File: config.mk
export PLATFORM = sky130hd
export DESIGN_NAME = xalu_nibble_seq
export DESIGN_NICKNAME = d
export VERILOG_FILES = /design/src/rtl/xalu_pkg.sv /design/src/rtl/xalu_nibble_seq.sv
export SDC_FILE = /design/constraint.sdc
export NUM_CORES = 1
export LEC_CHECK = 0
export ABC_AREA = 1
export BUFFER_PORTS_ARGS = -buffer_cell sky130_fd_sc_hd__buf_2
export CAP_MARGIN = 40
export CELL_PAD_IN_SITES_DETAIL_PLACEMENT = 0
export CELL_PAD_IN_SITES_GLOBAL_PLACEMENT = 1
export CORE_ASPECT_RATIO = 0.5
export CORE_MARGIN = 1
export CORE_UTILIZATION = 41
export CTS_CLUSTER_SIZE = 16
export DETAILED_ROUTE_END_ITERATION = 12
export PLACE_DENSITY = 0.95
export RECOVER_POWER = 50
export SLEW_MARGIN = 30
export SYNTH_ARGS = -nofsm -noshare
export SYNTH_HDL_FRONTEND = slang
export SYNTH_SLANG_ARGS = --single-unit
File: constraint.sdc
create_clock -name clk -period 4.1 [get_ports clk]
set_input_delay 0.205 -clock clk [delete_from_list [all_inputs] [get_ports clk]]
set_output_delay 0.205 -clock clk [all_outputs]
set_load 0.02 [all_outputs]
File: src/rtl/xalu_pkg.sv
// Shared op-code and state encodings for the nibble-serial ALU sequencer.
package xalu_pkg;

  typedef enum logic [2:0] {
    OP_ADD   = 3'd0,
    OP_AND   = 3'd1,
    OP_OR    = 3'd2,
    OP_XOR   = 3'd3,
    OP_PASSA = 3'd4,
    OP_PASSB = 3'd5,
    OP_SHR   = 3'd6,
    OP_SHL   = 3'd7
  } op_e;

  typedef enum logic [1:0] {
    ST_IDLE,
    ST_RUN,
    ST_DONE
  } state_e;

endpackage

File: src/rtl/xalu_nibble_seq.sv
// Sequences a W-bit ALU operation through an external 4-bit slice, one nibble
// per clock, chaining the carry/shift bit between nibbles.
module xalu_nibble_seq
  import xalu_pkg::*;
#(
  parameter int NIBBLES = 4
) (
  input  logic                 clk,
  input  logic                 rst_n,
  input  logic                 start,
  input  logic [2:0]           op,
  input  logic                 com,
  input  logic                 cin,
  input  logic [4*NIBBLES-1:0] a,
  input  logic [4*NIBBLES-1:0] b,
  output logic                 busy,
  output logic                 done,
  output logic [4*NIBBLES-1:0] result,
  output logic                 cout,
  output logic                 zero,
  output logic [3:0]           alu_a,
  output logic [3:0]           alu_b,
  output logic [2:0]           alu_f,
  output logic                 alu_ci_right,
  output logic                 alu_ci_left,
  output logic                 alu_com,
  input  logic [3:0]           alu_d,
  input  logic                 alu_co_left,
  input  logic                 alu_co_right
);

  localparam int W  = 4 * NIBBLES;
  localparam int IW = (NIBBLES > 1) ? $clog2(NIBBLES) : 1;
  localparam logic [IW-1:0] LAST = IW'(NIBBLES - 1);

  state_e        state, state_nxt;
  op_e           op_q;
  logic          com_q;
  logic [W-1:0]  a_q, b_q, result_q, result_nxt;
  logic [IW-1:0] idx;
  logic          carry_q, carry_nxt;
  logic          cout_q, zero_q;
  logic          accept, last;

  always_ff @(posedge clk or negedge rst_n) begin
    if (!rst_n) state <= ST_IDLE;
    else        state <= state_nxt;
  end

  always_comb begin
    state_nxt    = state;
    accept       = 1'b0;
    busy         = 1'b0;
    done         = 1'b0;
    alu_a        = '0;
    alu_b        = '0;
    alu_f        = '0;
    alu_ci_right = 1'b0;
    alu_ci_left  = 1'b0;
    alu_com      = 1'b0;
    case (state)
      ST_IDLE: begin
        if (start) begin
          accept    = 1'b1;
          state_nxt = ST_RUN;
        end
      end
      ST_RUN: begin
        busy         = 1'b1;
        alu_a        = a_q[{idx, 2'b00} +: 4];
        alu_b        = b_q[{idx, 2'b00} +: 4];
        alu_f        = op_q;
        alu_com      = com_q;
        // carry_q is seeded with cin on accept, so the first nibble sees cin
        alu_ci_right = (op_q == OP_ADD || op_q == OP_SHL) ? carry_q : 1'b0;
        alu_ci_left  = (op_q == OP_SHR) ? carry_q : 1'b0;
        if (last) state_nxt = ST_DONE;
      end
      ST_DONE: begin
        busy      = 1'b1;
        done      = 1'b1;
        state_nxt = ST_IDLE;
      end
      default: state_nxt = ST_IDLE;
    endcase
  end

  always_comb begin
    last       = (op_q == OP_SHR) ? (idx == '0) : (idx == LAST);
    result_nxt = result_q;
    result_nxt[{idx, 2'b00} +: 4] = alu_d;
    case (op_q)
      OP_ADD, OP_SHL: carry_nxt = alu_co_left;
      OP_SHR:         carry_nxt = alu_co_right;
      default:        carry_nxt = 1'b0;
    endcase
  end

  always_ff @(posedge clk or negedge rst_n) begin
    if (!rst_n) begin
      op_q     <= OP_ADD;
      com_q    <= 1'b0;
      a_q      <= '0;
      b_q      <= '0;
      result_q <= '0;
      idx      <= '0;
      carry_q  <= 1'b0;
      cout_q   <= 1'b0;
      zero_q   <= 1'b0;
    end else if (accept) begin
      op_q     <= op_e'(op);
      com_q    <= com;
      a_q      <= a;
      b_q      <= b;
      result_q <= '0;
      idx      <= (op_e'(op) == OP_SHR) ? LAST : '0;
      carry_q  <= cin;
      cout_q   <= 1'b0;
      zero_q   <= 1'b0;
    end else if (state == ST_RUN) begin
      result_q <= result_nxt;
      carry_q  <= carry_nxt;
      idx      <= (op_q == OP_SHR) ? idx - 1'b1 : idx + 1'b1;
      if (last) begin
        cout_q <= carry_nxt;
        zero_q <= (result_nxt == '0);
      end
    end
  end

  assign result = result_q;
  assign cout   = cout_q;
  assign zero   = zero_q;

endmodule

==> results of run 1 <==
## power by group
part	leakage, nW	internal (W)	switching (W)	total [W]
clock network	0.155	0.000558	0.000256	0.000813
logic	1.21	0.000476	0.00102	0.00149
registers	0.757	0.000828	0.000168	0.000996
## critical path: cells and delay by family, from the launching register on
family,cells,cell delay (ns)
flops,1,0.35
compound gates,1,0.16
buf+inv,3,0.98
simple gates,3,0.67
fa+ha+maj,1,0.23
## logic make-up after synthesis
group / count (synthesis)
flip-flops: 59
XOR/XNOR: 1
buffers and inverters: 46
AND/OR/NAND/NOR: 257
AO/OA/AOI/OAI: 53
adder cells (fa/ha/maj): 10
## placed cells by master (no fill, tap or decap)
cell	synthesis	routed
nand2_1	172	172
buf_2	5	62
dfrtp_1	59	59
nor2_1	47	47
o21ai_0	26	26
inv_1	23	23
nand3_1	23	23
clkbuf_1	7	19
ha_1	10	10
a21oi_1	9	9
clkbuf_16	0	9
o21ai_1	6	6
inv_2	4	4
nand3_2	4	4
nand2_2	4	4
o21ai_2	3	3
buf_4	3	3
nor3_1	2	2
nor2_2	2	2
o22ai_1	2	2
bufinv_16	0	2
clkbuf_8	0	2
nand3b_1	1	1
nor2_4	1	1
o21bai_1	1	1
xnor2_1	1	1
nor3_2	1	1
a22oi_2	1	1
a21boi_1	1	1
o211ai_1	1	1
o31ai_1	1	1
a22oi_1	1	1
a21oi_2	1	1
dlygate4sd3_1	0	1
buf_12	0	1
## cell type report
cell class,instances,area [um^2]
Fill cell,734,3470
Clock buffer,12,256.5
Inverter,27,101.3
Tap cell,96,120.1
Multi-Input combinational cell,321,1490
Sequential cell,59,1476
Clock inverter,2,60.06
Timing Repair Buffer,85,430.4
## sequential cells by signal (all words and copies together), names as in the netlist, 2 cells and up
register / cells
idx: 2
result: 16
b_q: 16
a_q: 16
op_q: 3
state: 2
## final timing paths
kind	start	to	slack [ns]
worst max-delay path	state[0]	idx[1]	1.60
worst min-delay path	a[6]	a_q[6]	0.06
worst max register to register	state[0]	idx[1]	1.60
worst min register to register	a_q[15]	a_q[15]	0.47
max in group asynchronous	rst_n	b_q[12]	2.77
min in group asynchronous	rst_n	result[12]	0.59
## through the flow
stage | hold slack, ns | total power, W
finish | 0.06064 | 0.003303
global route | 0.06273 | 0.003569
CTS | 0.05068 | 0.003327
detailed placement | 0.4015 | 0.002505
global placement | 0.3904 | 0.002467
floorplan | -0.09059 | 0.002136
## layer usage
metal / vias to the layer above / track usage, % / wire length (um)
li1: 1497 / - / -
met1: 1332 / 26.61 / 3649
met2: 72 / 32.25 / 3462
met3: 8 / 7.789 / 507
met4: 0 / 4.819 / 74
met5: - / 0 / 0
==> flow_summary.toml, run 1 <==
[yosys]
synth-seq-cells = 59
synthFlopType = "dfrtp_1"
synth.avg_cell_area_um2 = 7.463
syn_nets = 482
post-synth-top-area-cell = "dfrtp_1"
synth_edf_count = 0
synth_top_area_share_pct = 46.44
synth.most_common_cell = "nand2_1"
yosys-top-cells-area = "dfrtp_1 46%, nand2_1 20%, nor2_1 5.5%"
ys_types = 32
synth_xor_area_share_pct = 0.2755
synthTopCellsByCount = "172 x nand2_1, 59 x dfrtp_1, 47 x nor2_1"
syn_area_um2 = 3179
synth_fa_ha_area_share_pct = 3.935
syn_inst = 426
synthArstFlopShare_pct = 100.0
synth.area.mux_share_pct = 0
synth_top_family_by_area = "simple AND/OR/NAND/NOR gates"
yosys.area_share.simple_pct = 33.14
seq_area_frac_synth_pct = 46.44
ys_warn_count = 0
synth_compound_area_share_pct = 9.524

[drt]
ant_nets = 0
vias = 2909
dr.pass1.iters = 7
via_per_inst = 4.832
drcViolationCount = 0
wl_per_cell_um = 12.78
dr.first_iter.drc_count = 218
routed_wl_um = 7693

[status]
status = "finished, final reports clean"

[floorplan]
die_x_um = 126.5
ios = 80
rows = 22
start_util_pct = 42.94
dieArea_um2 = 8132
die_h_um = 64.27
core_area_um2 = 7405

[timing]
clock-skew-final_ns = 0.003624
slew_violations = 0
timing.final.crit_share_pct = 61.05
period_needed_ns = 2.503
rsz0062_at_grt = "no"
hold_viol = 0
setup-tns-final_ns = 0
fmax_mhz = 399.5
slew_headroom_pct = 40.44
worst_slew_pin_slew_ns = 0.8934
setup_viol = 0
worst_slack_ns = 1.597

[critical_path]
worstPathRequired_ns = 4.36
worstSetupPathType = "register to register"
rr_worst_depth = 8
critPathCaptureType = "register"
critPathLaunchType = "register"
crit_fanout = 54
slowest_stage = "nor2_4"
arrival_ns = 2.76
path_cells = "inv_1 -> ha_1 -> nand2_2 -> buf_4 -> inv_2 -> nor2_4 -> nor2_1 -> a22oi_2"
cp_slowest_stage_delay_ns = 0.47

[final_layout]
stdcell_count = 602
final_area_um2 = 3935
syn2layout_area_growth_pct = 23.77
utilization_pct = 53.14
layout-drive-gt1-share_pct = 19.76
num_antenna_cells = 0
fin_nets = 559

[global_routing]
grt_pass1_vias = 2723
grt_pass1_wl_um = 12700
antenna_found_initial = 0
grt_max_degree = 60
grt_overflow_total = 0
grt_usage_pct = 20.46

[clock_tree]
cts_buffer_depth = 2
cts_tree = "built"
clk_pin_slew_worst_paths_ns = 0.05
postCtsSetupBuffers = 0
h-tree-depth = 3
cts.sinks = 59
cts-hold-fix-buffers = 0
cts_root_buf = "clkbuf_16"
worstSkewPairLatency_ns = 0.34
cts_buffers = 9
cts_resized = 0

[job]
drv_cap = 0

[power_and_ir_drop]
p_leak_nw = 2.121
p_per_area_nw_per_um2 = 839.5
ir_worst_vdd_mv = 0.3707

[place]
dp.cells = 586
dp_worst_setup_slack_ns = 1.564
io_buffers = 79
dp_hpwl_um = 5112
place_area_um2 = 3613
place_congestion = 0.8694

[min_path]
min_path_cells = 3
worstHoldPathType = "input pin to register"
Power figures use the tool's default switching activity.
==> inputs of run 2 (changes only) <==
--- a/config.mk
+++ b/config.mk
@@ -12,10 +12,10 @@
 export CELL_PAD_IN_SITES_GLOBAL_PLACEMENT = 1
 export CORE_ASPECT_RATIO = 0.5
 export CORE_MARGIN = 1
-export CORE_UTILIZATION = 41
+export CORE_UTILIZATION = 34
 export CTS_CLUSTER_SIZE = 16
 export DETAILED_ROUTE_END_ITERATION = 12
-export PLACE_DENSITY = 0.95
+export PLACE_DENSITY = 0.86
 export RECOVER_POWER = 50
 export SLEW_MARGIN = 30
 export SYNTH_ARGS = -nofsm -noshare
==> constraint.sdc (replaced) <==
create_clock -name clk -period 2.09 [get_ports clk]
set_input_delay 0.1045 -clock clk [delete_from_list [all_inputs] [get_ports clk]]
set_output_delay 0.1045 -clock clk [all_outputs]
set_load 0.02 [all_outputs]
==> run 2 against run 1 <==
  * The run now ends with DRC left
  * Wire length up 8.6%
  * Cell count up 10%
  * Clock power up 73%
  * Sequential power up 92%
  * Sequential cell count unchanged
  * Count of clock-buffer cells in the layout down 2
  * Setup slack worse by 1.4 ns
  * Highest routed layer unchanged
==> flow_summary.toml, run 2 (synthesis gave the netlist of run 1 again) <==
[status]
status = "finished with violations"
failed_checks = "DRC"

[place]
dp_hpwl_um = 5714
dp_worst_setup_slack_ns = 0.3421
io_buffers = 79
place_congestion = 0.9401

[min_path]
min_path_cells = 3
holdPathEnd = "carry_q"
hp-start = "cin"
worstHoldPathType = "input pin to register"

[clock_tree]
h-tree-depth = 3
cts_buffer_depth = 2
clk_pin_slew_worst_paths_ns = 0.05
worstSkewPairLatency_ns = 0.33
cts_tree = "built"
cts_buffers = 9
cts_root_buf = "clkbuf_16"
cts.sinks = 59

[timing]
clock-skew-final_ns = 0.006565
fmax_mhz = 515.9
worst_slack_ns = 0.1517
setup-tns-final_ns = 0
timing.final.crit_share_pct = 92.74
rsz0062_at_grt = "no"
hold_viol = 0
setup_viol = 0
slew_violations = 0
period_needed_ns = 1.938
slew_headroom_pct = 0.3219
worst_slew_pin_slew_ns = 1.495

[drt]
vias = 3007
wl_per_cell_um = 12.58
via_per_inst = 4.529
met2_length_um = 3924
top_layer = "met4"
routed_wl_um = 8352
drt-met1-wl_um = 3927
dr.pass1.iters = 8
route.met3.wl_um = 367
drcViolationCount = 2
ant_nets = 0
dr.first_iter.drc_count = 191

[global_routing]
grt_overflow_total = 0
grt_max_degree = 54
grt_usage_pct = 18.46
grt_pass1_wl_um = 14040
antenna_found_initial = 0
grt_pass1_vias = 2931

[critical_path]
rr_worst_depth = 10
critPathLaunchType = "register"
slowest_stage = "dfrtp_1"
arrival_ns = 1.83
r2r-start = "idx[1]"
path_cells = "inv_1 -> ha_2 -> clkinvlp_4 -> buf_4 -> a21oi_1 -> buf_2"
ff2ff_setup_slack_ns = 0.34
cp_slowest_stage_delay_ns = 0.39
crit_fanout = 11
worstPathRequired_ns = 1.99
critPathCaptureType = "primary output"
r2r_end = "zero"
worstSetupPathType = "register to primary output"

[power_and_ir_drop]
p_leak_nw = 2.263
ir_worst_vdd_mv = 0.5878
p_per_area_nw_per_um2 = 1498
p_total_w = 0.006475

[floorplan]
die_h_um = 70.38
dieArea_um2 = 9765
die_x_um = 138.8
core_area_um2 = 8889
start_util_pct = 35.77
ios = 80
rows = 24

[final_layout]
layout-drive-gt1-share_pct = 19.74
fillerInstances = 886
final_common_cell = "nand2_1"
num_antenna_cells = 0
syn2layout_area_growth_pct = 35.93
final_cell_mix = "172 x nand2_1, 60 x buf_2, 59 x dfrtp_1"
fin_nets = 599

[job]
drv_cap = 0
-- run 2: cell types whose count changed in the layout (fill, tap and decap cells not counted) --
cell,before,now
inv_1,23,22
buf_4,3,10
clkinvlp_4,0,3
clkinv_2,0,2
clkbuf_8,2,0
bufinv_16,2,1
buf_2,62,60
ha_1,10,9
ha_2,0,1
dlygate4sd3_1,1,35
clkbuf_1,19,20
-- run 2: cell type report --
class	count	area, um^2	share of cell area [%]
multi-input combinational	321	1493	34.54
sequential	59	1476	34.16
timing repair buffer	125	817.0	18.91
clock buffer	10	229.0	5.298
tap	117	146.4	3.387
inverter	27	105.1	2.432
clock inverter	5	55.05	1.274
-- run 2: metrics by stage --
step	area, um^2	hold WS (ns)	util, %	std cells
5_1_grt	4322	0.04718	48.62	664
2_1_floorplan	3179	-0.1911	-	426
4_1_cts	4324	0.02136	48.65	662
6_report	4322	0.02884	48.62	664
3_3_place_gp	3690	0.1541	41.51	612
3_5_place_dp	3690	0.1559	41.51	612
-- run 2: timing repair --
action,CTS,global route
resized for setup,0,2
endpoints found under the setup margin,0,4
hold buffers,35,0
hold endpoints to repair,60,0
buffers inserted,0,2
-- run 2: how the worst max path moves through the flow --
stage                  start        to  slack [ns]  depth (start not counted)
global placement      idx[0]      zero        0.31                          9
global route        state[1]  alu_b[0]        0.05                          6
detailed placement    idx[0]      zero        0.34                          9
CTS                 state[1]  alu_b[0]        0.07                          5
finish              state[1]  alu_b[0]        0.15                          6
floorplan             idx[0]      zero        0.22                         12
-- run 2: critical path: cells and delay by family, from the launching register on --
family	cells	cell delay (ns)
adders and majority gates	1	0.30
DFF	1	0.39
buffers and inverters	4	0.61
AOI/OAI and AO/OA	1	0.19
-- run 2: layer usage --
layer,GRT usage (%),up-vias
met5,0,-
met4,7.531,0
met2,29.55,70
li1,-,1579
met3,4.664,12
met1,23.99,1346
-- run 2: power by group --
part           internal, W  leakage [nW]  total (W)  switching, W
registers          0.00163         0.757    0.00191      0.000285
clock network     0.000909         0.134    0.00141      0.000503
logic              0.00107          1.37    0.00315       0.00208
total              0.00361          2.26    0.00648       0.00287
==> inputs of run 3 (changes only) <==
--- a/config.mk
+++ b/config.mk
@@ -16,7 +16,7 @@
 export CTS_CLUSTER_SIZE = 16
 export DETAILED_ROUTE_END_ITERATION = 12
 export PLACE_DENSITY = 0.86
-export RECOVER_POWER = 50
+export RECOVER_POWER = 100
 export SLEW_MARGIN = 30
 export SYNTH_ARGS = -nofsm -noshare
 export SYNTH_HDL_FRONTEND = slang
==> run 3 against run 2 <==
  * Die area did not move
  * Critical path type unchanged
  * Critical endpoint unchanged
  * Register-to-register slack got worse by 0.08 ns
  * Worst hold slack barely moved
  * Highest routed layer unchanged
  * Sequential cell count did not move
  * Sequential power barely moved
  * Largest power group unchanged
  * The flow still finishes with violations (DRC)
  * Clock skew rose by 0.00063 ns
  * Cell count did not move
  * Setup slack got worse by 0.0029 ns
  * Sequential share of layout area rose by 0.24 points
==> flow_summary.toml, run 3 (synthesis gave the netlist of run 1 again) <==
[drt]
via_per_inst = 4.539
dr.first_iter.drc_count = 155
wl_per_cell_um = 12.55
routed_wl_um = 8330
dr.pass1.iters = 8
vias = 3014
ant_nets = 0
drcViolationCount = 2

[place]
dp_hpwl_um = 5714
io_buffers = 79
place_congestion = 0.9401

[final_layout]
num_antenna_cells = 0
fin_nets = 599
final_common_cell = "nand2_1"
syn2layout_area_growth_pct = 34.99
final_cell_mix = "173 x nand2_1, 59 x dfrtp_1, 47 x nor2_1"
layout-drive-gt1-share_pct = 17.00
utilization_pct = 48.28

[power_and_ir_drop]
p_int_w = 0.003551
p_leak_nw = 2.212
seq_power_share_pct = 29.8
power_frac_comb_pct = 48.2
sw_frac_of_total_pct = 44.57
p_sw_w = 0.002855
p_clk_share_pct = 22.0
p_per_area_nw_per_um2 = 1493
ir_worst_vdd_mv = 0.5853

[global_routing]
grt_busiest_layer = "met2"
met3_usage_pct = 4.664
grt_pass1_vias = 2931
grt_max_degree = 54
antenna_found_initial = 0
grt_overflow_total = 0
grt_use_met2_pct = 29.55
grt_pass1_wl_um = 14040
grt_usage_pct = 18.46
globalRouteMet1Util_pct = 23.99

[floorplan]
dieArea_um2 = 9765
die_x_um = 138.8
start_util_pct = 35.77
rows = 24
core_area_um2 = 8889
die_h_um = 70.38
ios = 80

[timing]
period_needed_ns = 1.941
clock-skew-final_ns = 0.007191
slew_violations = 0
hold_viol = 0
fin_hold_ws_ns = 0.02864
worst_slew_pin_slew_ns = 1.493
setup_viol = 0
slew_headroom_pct = 0.4926
setup-tns-final_ns = 0
fmax_mhz = 515.1
timing.final.crit_share_pct = 92.88
rsz0062_at_grt = "no"

[critical_path]
arrival_ns = 1.84
worstSetupPathType = "register to primary output"
critPathLaunchType = "register"
crit_fanout = 11
critPathCaptureType = "primary output"
worstPathRequired_ns = 1.99

[job]
drv_cap = 0

[min_path]
worstHoldPathType = "input pin to register"

[clock_tree]
clk_pin_slew_worst_paths_ns = 0.05
h-tree-depth = 3
cts_buffer_depth = 2
cts.sinks = 59
worstSkewPairLatency_ns = 0.32
cts_root_buf = "clkbuf_16"
cts_tree = "built"
cts_buffers = 9

[status]
failed_checks = "DRC"
status = "finished with violations"
==> run 3: cell types whose count changed in the layout (fill, tap and decap cells not counted), moves of 3 or more <==
cell / change
clkbuf_1: +12
o21ai_1: -3
o21ai_0: +3
buf_2: -14
clkbuf_2: +5
buf_4: -4
==> run 3: stage by stage <==
step | power (W) | std cells | area, um^2 | worst slack, ns
final | 0.006406 | 664 | 4292 | 0.1488
after global routing | 0.006991 | 664 | 4292 | 0.03190
after CTS | 0.006511 | 662 | 4324 | 0.06746
after detailed placement | 0.005009 | 612 | 3690 | 0.3421
after global placement | 0.004972 | 612 | 3690 | 0.3078
after floorplan | 0.004190 | 426 | 3179 | 0.2203
==> run 3: layout make-up <==
class,count,area (um^2)
Inverter,27,105.1
Sequential cell,59,1476
Fill cell,896,4597
Clock inverter,5,55.05
Tap cell,117,146.4
Multi-Input combinational cell,321,1485
Clock buffer,10,229.0
Timing Repair Buffer,125,794.5
==> run 3: what timing repair did <==
action | in CTS | in global routing
resized for setup | 0 | 2
setup buffers | 0 | 2
hold buffers | 35 | 0
hold endpoints to repair | 60 | 0
setup endpoints to repair | 0 | 4
==> run 3: worst max-delay path: stages (launching register included) <==
cell	delay (ns)
dfrtp_1	0.39
inv_1	0.10
ha_2	0.30
clkinvlp_4	0.12
buf_4	0.19
a21oi_1	0.20
clkbuf_2	0.21
==> run 3: path summary, 6_finish.rpt <==
check                               from          to  slack, ns  depth (start not counted)
worst max-delay path            state[1]    alu_b[0]       0.15                          6
worst min-delay path                 cin     carry_q       0.03                          3
worst max register to register  state[0]      a_q[3]       0.26                          7
worst min register to register    a_q[6]      a_q[6]       0.47                          2
max in group asynchronous          rst_n  result[14]       0.53                          2
min in group asynchronous          rst_n      b_q[6]       0.67                          2
==> run 3: power by group through the flow <==
| stage | Combinational, W | Clock (W) | Sequential, W |
|---|---|---|---|
| 2_1_floorplan | 0.00219 | 0 | 0.00200 |
| 3_3_place_gp | 0.00306 | 0 | 0.00191 |
| 3_5_place_dp | 0.00309 | 0 | 0.00192 |
| 4_1_cts | 0.00315 | 0.00145 | 0.00191 |
| 5_1_grt | 0.00352 | 0.00150 | 0.00197 |
| 6_report | 0.00309 | 0.00141 | 0.00191 |
==> run 3: layer usage <==
layer | wire length [um] | vias up
li1 | - | 1581
met1 | 3940 | 1347
met2 | 3861 | 67
met3 | 355 | 19
met4 | 172 | 0
met5 | 0 | -
